==> src/rtl/jt49_eg.sv <==
// Envelope generator for AY-3-8910 / YM2149 style PSG: period prescaler, step counter and RUN/HOLD shape FSM.
// Define JT49_EG32_EN for 32-step YM2149 envelopes; default is 16-step AY-3-8910 envelopes.
module jt49_eg (
  input  logic        clk,
  input  logic        rst,
  input  logic        cen256,
  input  logic [15:0] period,
  input  logic [3:0]  shape,
  input  logic        restart,
  output logic [4:0]  env,
  output logic        held
);

`ifdef JT49_EG32_EN
  localparam int SW = 5;
`else
  localparam int SW = 4;
`endif

  localparam logic [SW-1:0] STEP_MAX = '1;
  localparam logic [SW-1:0] STEP_ONE = {{(SW-1){1'b0}}, 1'b1};

  typedef enum logic {
    ST_RUN,
    ST_HOLD
  } state_t;

  state_t        state;
  state_t        nxt_state;
  logic [15:0]   cnt;
  logic [15:0]   lim;
  logic          tick;
  logic [SW-1:0] step;
  logic [SW-1:0] nxt_step;
  logic          dir;
  logic          nxt_dir;
  logic [4:0]    nxt_env;

  logic cont, att, alt, hold;
  assign cont = shape[3];
  assign att  = shape[2];
  assign alt  = shape[1];
  assign hold = shape[0];

  // dir=1 counts up from 0, dir=0 counts down from the top level.
  function automatic logic [SW-1:0] level(input logic [SW-1:0] s, input logic d);
    return d ? s : (STEP_MAX - s);
  endfunction

  // The 16-step level is widened by repeating its MSB so full scale still reaches 31.
  function automatic logic [4:0] to_env(input logic [SW-1:0] lvl);
`ifdef JT49_EG32_EN
    return lvl;
`else
    return {lvl, lvl[SW-1]};
`endif
  endfunction

  // A period of 0 behaves like 1, so the limit saturates at 0.
  always_comb begin
    lim  = (period == 16'd0) ? 16'd0 : (period - 16'd1);
    tick = cen256 && (cnt >= lim);
  end

  always_comb begin
    nxt_state = state;
    nxt_step  = step;
    nxt_dir   = dir;
    nxt_env   = env;
    if (state == ST_RUN && tick) begin
      if (step == STEP_MAX) begin
        if (!cont) begin
          nxt_state = ST_HOLD;
          nxt_env   = to_env('0);
        end else if (hold) begin
          nxt_state = ST_HOLD;
          nxt_env   = (att ^ alt) ? to_env(STEP_MAX) : to_env('0);
        end else begin
          nxt_step = '0;
          nxt_dir  = dir ^ alt;
          nxt_env  = to_env(level('0, dir ^ alt));
        end
      end else begin
        nxt_step = step + STEP_ONE;
        nxt_env  = to_env(level(step + STEP_ONE, dir));
      end
    end
  end

  // Priority: rst, then restart, then the normal counting path.
  always_ff @(posedge clk) begin
    if (rst) begin
      cnt   <= 16'd0;
      step  <= '0;
      dir   <= 1'b0;
      state <= ST_HOLD;
      env   <= 5'd0;
      held  <= 1'b1;
    end else if (restart) begin
      cnt   <= 16'd0;
      step  <= '0;
      dir   <= att;
      state <= ST_RUN;
      env   <= to_env(level('0, att));
      held  <= 1'b0;
    end else begin
      if (cen256) begin
        cnt <= tick ? 16'd0 : (cnt + 16'd1);
      end
      step  <= nxt_step;
      dir   <= nxt_dir;
      state <= nxt_state;
      env   <= nxt_env;
      held  <= (nxt_state == ST_HOLD);
    end
  end

endmodule

==> config.mk <==
export PLATFORM = sky130hd
export DESIGN_NAME = jt49_eg
export DESIGN_NICKNAME = d
export VERILOG_FILES = /design/src/rtl/jt49_eg.sv
export SDC_FILE = /design/constraint.sdc
export NUM_CORES = 1
export LEC_CHECK = 0
export CORE_MARGIN = 1.5
export CORE_UTILIZATION = 50
export DETAILED_ROUTE_END_ITERATION = 10
export GPL_ROUTABILITY_DRIVEN = 0
export PLACE_DENSITY = 0.74
export SLEW_MARGIN = 20
export SYNTH_ARGS = -nofsm -noshare
export SYNTH_HDL_FRONTEND = slang
export SYNTH_SLANG_ARGS = --single-unit
==> constraint.sdc <==
create_clock -name clk -period 8.5 [get_ports clk]
set_input_delay 1.275 -clock clk [delete_from_list [all_inputs] [get_ports clk]]
set_output_delay 1.275 -clock clk [all_outputs]
set_load 0.005 [all_outputs]
### Word level (Yosys, flattened, before mapping)

Index checks and enable logic that the tools add are counted.

| cells by class | value |
|---|---|
| $add $sub $neg | 4 |
| $lt $le $gt $ge | 1 |
| eq/ne operators | 5 |
| multiplexer cells | 24 |
| bitwise operators | 3 |
| reductions and logical operators | 10 |

Operators by type and width:

| kind | count |
|---|---|
| 16-bit two-way mux | 2 |
| 5-bit two-way mux | 6 |
| 4-bit two-way mux | 6 |
| 16-bit by 1-bit adder with 16-bit output (second input constant) | 1 |
| 16-bit greater-or-equal comparator | 1 |
| 16-bit logical NOT | 1 |
| 16-bit by 1-bit subtractor with 16-bit output (second input constant) | 1 |
| 1-bit two-way mux | 10 |
| 3-bit AND reduction | 2 |
| 2-bit nonzero test | 3 |
| 4-bit by 1-bit adder with 4-bit output (second input constant) | 1 |
| 4-bit == test (second input constant) | 1 |
| 2-bit != test (second input constant) | 2 |
| 4-bit AND reduction | 1 |
| 4-bit subtractor (first input constant) | 1 |
| 3-bit by 2-bit != test with 1-bit output (second input constant) | 1 |
| 1-bit logical AND | 2 |
| 2-bit by 1-bit != test with 1-bit output (second input constant) | 1 |
| 2-bit OR reduction | 1 |
| 1-bit XOR | 2 |
| 1-bit inverter | 1 |

| word-level totals | value |
|---|---|
| register bits | 27 |
| input port bits | 24 |
| output and inout port bits | 6 |
| logic and storage cells | 52 |

### Logic depth before layout (Yosys ltp)

| logic depth | value |
|---|---|
| word-level depth | 7 |
| mapped depth | 15 |
| depth with buffers taken out | 13 |

### Least setup slack after synthesis

Ideal clock, no wire load.

| timing path | value |
|---|---|
| kind | in2reg |
| from | input port period[5] |
| to | register env[0] |
| setup time | 0.066 ns |
| arrival | 4.125 ns |
| required time | 8.434 ns |
| path slack | 4.309 ns |
| stages | 13 |
| path buffers | 2 |
| path through | nor4_1 -> nand4b_1 -> or2_2 -> clkbuf_1 -> and2_1 -> ha_1 -> nand2b_4 -> a2111oi_4 -> a2111oi_4 -> o311a_2 -> buf_6 -> o21bai_4 -> a21oi_2 |

| on the way | value |
|---|---|
| word-level cells in the longest chain between the ends | 6 |
| elaborated cells between the ends (all ways) | 7 |
| those cells by class | add/sub: 1; order compare: 1; mux: 1; reduce/logical: 4 |

Ends and longest elaborated chain:

| element | RTL line | RTL |
|---|---|---|
| from (decl) | 7 | `input logic [15:0] period,` |
| 16-bit by 1-bit subtractor with 16-bit output / 16-bit logical NOT (equally long branches) | 61 | `lim = (period == 16'd0) ? 16'd0 : (period - 16'd1);` |
| 16-bit two-way mux (*) | 61 |  |
| 16-bit greater-or-equal comparator (*) | 62 | `tick = cen256 && (cnt >= lim);` |
| 1-bit logical AND (*) | 62 |  |
| 1-bit logical AND (*) | 70 | `if (state == ST_RUN && tick) begin` |
| 2-bit nonzero test (no source line) (*) | n/a |  |
| to (signal assigned) | 104 | `env <= to_env(level('0, att));` |
| to (signal assigned) | 113 | `env <= nxt_env;` |
| to (decl) | 10 | `output logic [4:0] env,` |

Mark *: on every way between the ends. The rest lies on a longest branch, timed or not.
A chain may end at the register's enable or synchronous reset.

### Worst setup path after layout

| timing path | value |
|---|---|
| from | input port period[3] |
| to | register cnt[8] |

| on the way | value |
|---|---|
| word-level cells in the longest chain between the ends | 5 |
| elaborated cells between the ends (all ways) | 6 |
| those cells by class | add/sub: 1; order compare: 1; mux: 2; reduce/logical: 2 |

Ends and longest elaborated chain:

| element | RTL line | RTL |
|---|---|---|
| 16-bit by 1-bit subtractor with 16-bit output / 16-bit logical NOT (equally long branches) | 61 |  |
| 16-bit two-way mux (*) | 61 |  |
| 16-bit greater-or-equal comparator (*) | 62 |  |
| 1-bit logical AND (*) | 62 |  |
| 16-bit two-way mux (*) | 108 | `cnt <= tick ? 16'd0 : (cnt + 16'd1);` |
| to (signal assigned) | 108 |  |
| to (decl) | 30 | `logic [15:0] cnt;` |

Marks and branches as above.

==> results.sh <==
export IMPL_final_nets=318
export IMPL_layout_drive_gt1_share=0.05128
export IMPL_yosys_top_cells_area="dfxtp_1 25%, ha_1 12%, xor2_1 8.6%"
export IMPL_ctsRootBufferMaster="clkbuf_8"
export IMPL_rsz0062_at_grt="false"
export IMPL_grt_antenna_before_repair=0
export IMPL_final_hold_viol_count=0
export IMPL_criticalPathCategory="input port to register"
export IMPL_synth_area_sq_um=2042
export IMPL_reg2reg_depth=8
export IMPL_internal_power_uw=192.1
export IMPL_synth_edf_count=0
export IMPL_yosysUniqueCellTypes=46
export IMPL_fin_crit_ns=4.725
export IMPL_area_growth_synth_to_final_pct=17.46
export IMPL_ant_nets=0
export IMPL_ir_drop_mv=0.06019
export IMPL_clockBufferDepth=2
export IMPL_worstPathMaxFanout=16
export IMPL_drtPass1Iterations=4
export IMPL_drcViolationCount=0
export IMPL_h_tree_depth=1
export IMPL_syn_inst=250
export IMPL_seq_power_share=0.495
export IMPL_synth_ff_type="dfxtp_1"
export IMPL_post_dp_hpwl_um=3047
export IMPL_cp_end_kind="register"
export IMPL_overflow=0
export IMPL_fmax_ghz=0.2117
export IMPL_netSwitchingPower_uw=63.77
export IMPL_n_antenna_cell=0
export IMPL_grt_pass1_vias=1640
export IMPL_synth_async_reset_ratio=0
export IMPL_post_cts_setup_buffers=0
export IMPL_rows=23
export IMPL_cellPowerDensity_nw_per_um2=106.7
export IMPL_tightest_slew_ns=0.6684
export IMPL_combPwrFrac=0.186
export IMPL_cts_buffers_inserted=3
export IMPL_syn_area_per_cell_sq_um=8.168
export IMPL_path_clk_slew_ns=0.09
export IMPL_p_sw_frac=0.2492
export IMPL_ctsHoldBuffers=0
export IMPL_cts_tree="yes"
export IMPL_maxSlewHeadroom=0.5543
export IMPL_finalCritPeriodShare=0.5559
export IMPL_post_drt_wl_per_cell_um=11.81
export IMPL_clk_latency_ns=0.28
export IMPL_initial_utilization=0.5142
export IMPL_r2r_end="step[2]$_SDFFE_PP0P_"
export IMPL_maxCapViolCount=0
export IMPL_crit_end="cnt[8]$_SDFFE_PP0P_"
export IMPL_drt_vias_per_instance=5.399
export IMPL_hold_path_class="register to register"
export IMPL_setup_tns_ns=0
export IMPL_finalWirelength_um=3816
export IMPL_ys_seq_elements=26
export IMPL_start_kind="input port"
export IMPL_cp_arrival_ns=4.87
export IMPL_initialDrtViolationCount=45
export IMPL_fp_coreArea_sq_um=3971
export IMPL_power_leakage_nw=0.9952
export IMPL_critPathLaunch="period[3]"
export IMPL_via_count=1744
export IMPL_reg2reg_slack_ns=6.16
export IMPL_finalSetupViolCount=0
export IMPL_io_pins=30
export IMPL_fp_dieW_um=66.91
export IMPL_die_area_sq_um=4476
export IMPL_ys_warn_count=0
export IMPL_fp_dieH_um=66.91
export IMPL_status="finished clean"
export IMPL_cts_resized=0
export IMPL_synth_top_area_share=0.2549
export IMPL_synth_top_area_cell="dfxtp_1"
export IMPL_crit_required_ns=8.64
export IMPL_grt_pass1_wl_um=6803
export IMPL_io_buffers=29
export IMPL_clockPowerShare=0.319
export IMPL_cts_sinks=26
export IMPL_ys_seq_area_frac=0.2549
export IMPL_grt_max_degree=17
export IMPL_total_power_uw=255.9
export IMPL_slew_viol_final=0
export IMPL_reg2reg_from="cnt[0]$_SDFFE_PP0P_"
export IMPL_syn_nets=294
export IMPL_finalClockSkew_ns=0.003845
export IMPL_grtUsageTotal=0.1928
==> worst min-delay path by stage <==
stage / slack (ns) / from / cells after the start / endpoint
floorplan: 0.49 / cnt[15]$_SDFFE_PP0P_ / 2 / cnt[15]$_SDFFE_PP0P_
global route: 0.57 / cnt[15]$_SDFFE_PP0P_ / 2 / cnt[15]$_SDFFE_PP0P_
finish: 0.54 / step[1]$_SDFFE_PP0P_ / 1 / step[1]$_SDFFE_PP0P_
detailed placement: 0.51 / cnt[15]$_SDFFE_PP0P_ / 2 / cnt[15]$_SDFFE_PP0P_
global placement: 0.51 / env[2]$_SDFFE_PP0P_ / 2 / env[2]$_SDFFE_PP0P_
CTS: 0.54 / cnt[15]$_SDFFE_PP0P_ / 2 / cnt[15]$_SDFFE_PP0P_
==> layer usage <==
layer,global-route usage,vias up,routed length [um]
li1,-,924,-
met1,0.2346,780,1875
met2,0.3500,35,1780
met3,0.02027,5,106
met4,0.06378,0,54
met5,0,-,0
==> per-stage QoR <==
stage | utilization | setup slack (ns) | instance area, sq um | std cells | hold slack, ns
3_3_place_gp | 0.5901 | 3.585 | 2344 | 319 | 0.5090
3_5_place_dp | 0.5901 | 3.473 | 2344 | 319 | 0.5132
4_1_cts | 0.6040 | 3.747 | 2399 | 323 | 0.5444
5_1_grt | 0.6040 | 3.330 | 2399 | 323 | 0.5723
6_report | 0.6040 | 3.775 | 2399 | 323 | 0.5417
2_1_floorplan | - | 4.309 | 2042 | 250 | 0.4855
==> worst max-delay path, stage by stage <==
cell and delay, ns:
clkdlybuf4s50_1 0.45, nor4_1 0.52, nand2_1 0.22, nor4b_1 0.34, xor2_1 0.17, nand2_1 0.07, ha_1 0.30, and4_1 0.21
nand4_2 0.15, a2111oi_4 0.36, nor3_2 0.13, o21ai_2 0.55, nor2_1 0.12
==> state kept, by name, indices dropped and copies added (netlist names) <==
signal and count:
dir 1, step 4, cnt 16, env 4, state 1
==> placed cells by master (no fill, tap or decap), drive strengths merged, types with 4 or more instances in the layout <==
cell type and n:
a21o 4, xor2 20, clkdlybuf4s50 29, inv 9
and2 4, nor2 32, nor4 6, dfxtp 26
nand2 29, a21oi 9, nand3 9, ha 20
nand2b 5, nor3 9, xnor2 14, nand4 9
clkbuf 4, o21ai 7
==> power by group through the flow <==
| stage | Combinational, mW | Clock, mW | Sequential [mW] |
|---|---|---|---|
| 2_1_floorplan | 0.0276 | 0 | 0.129 |
| 3_3_place_gp | 0.0475 | 0 | 0.130 |
| 3_5_place_dp | 0.0478 | 0 | 0.130 |
| 4_1_cts | 0.0482 | 0.0822 | 0.127 |
| 5_1_grt | 0.0536 | 0.0862 | 0.127 |
| 6_report | 0.0477 | 0.0815 | 0.127 |
==> cell families (layout without fill, tap and decap cells) <==
logic type | count (synthesis) | in the layout | synth area share
fa+ha+maj | 20 | 20 | 0.1225
simple gates | 115 | 115 | 0.2825
xor+xnor | 34 | 34 | 0.1458
flops | 26 | 26 | 0.2549
mux | 2 | 2 | 0.009804
compound gates | 34 | 34 | 0.1428
buf+inv | 19 | 42 | 0.04167
==> cell usage after synthesis (4+ instances only) <==
cell / number
nand2b_1: 4
inv_1: 9
a21oi_1: 8
nor4_1: 6
nand2_1: 29
dfxtp_1: 26
nor2_1: 32
o21ai_0: 6
xnor2_1: 14
nor3_1: 8
xor2_1: 20
and2_1: 4
nand4_1: 8
clkbuf_1: 6
a21o_1: 4
ha_1: 20
nand3_1: 9
==> area by class of cell <==
class / count / area [sq um]
clock buffer: 4 / 55.05
inverter: 9 / 33.78
multi-input combinational: 205 / 1436
tap: 50 / 62.56
sequential: 26 / 520.5
fill: 365 / 1573
timing repair buffer: 29 / 290.3
Power figures use the tool's default switching activity.
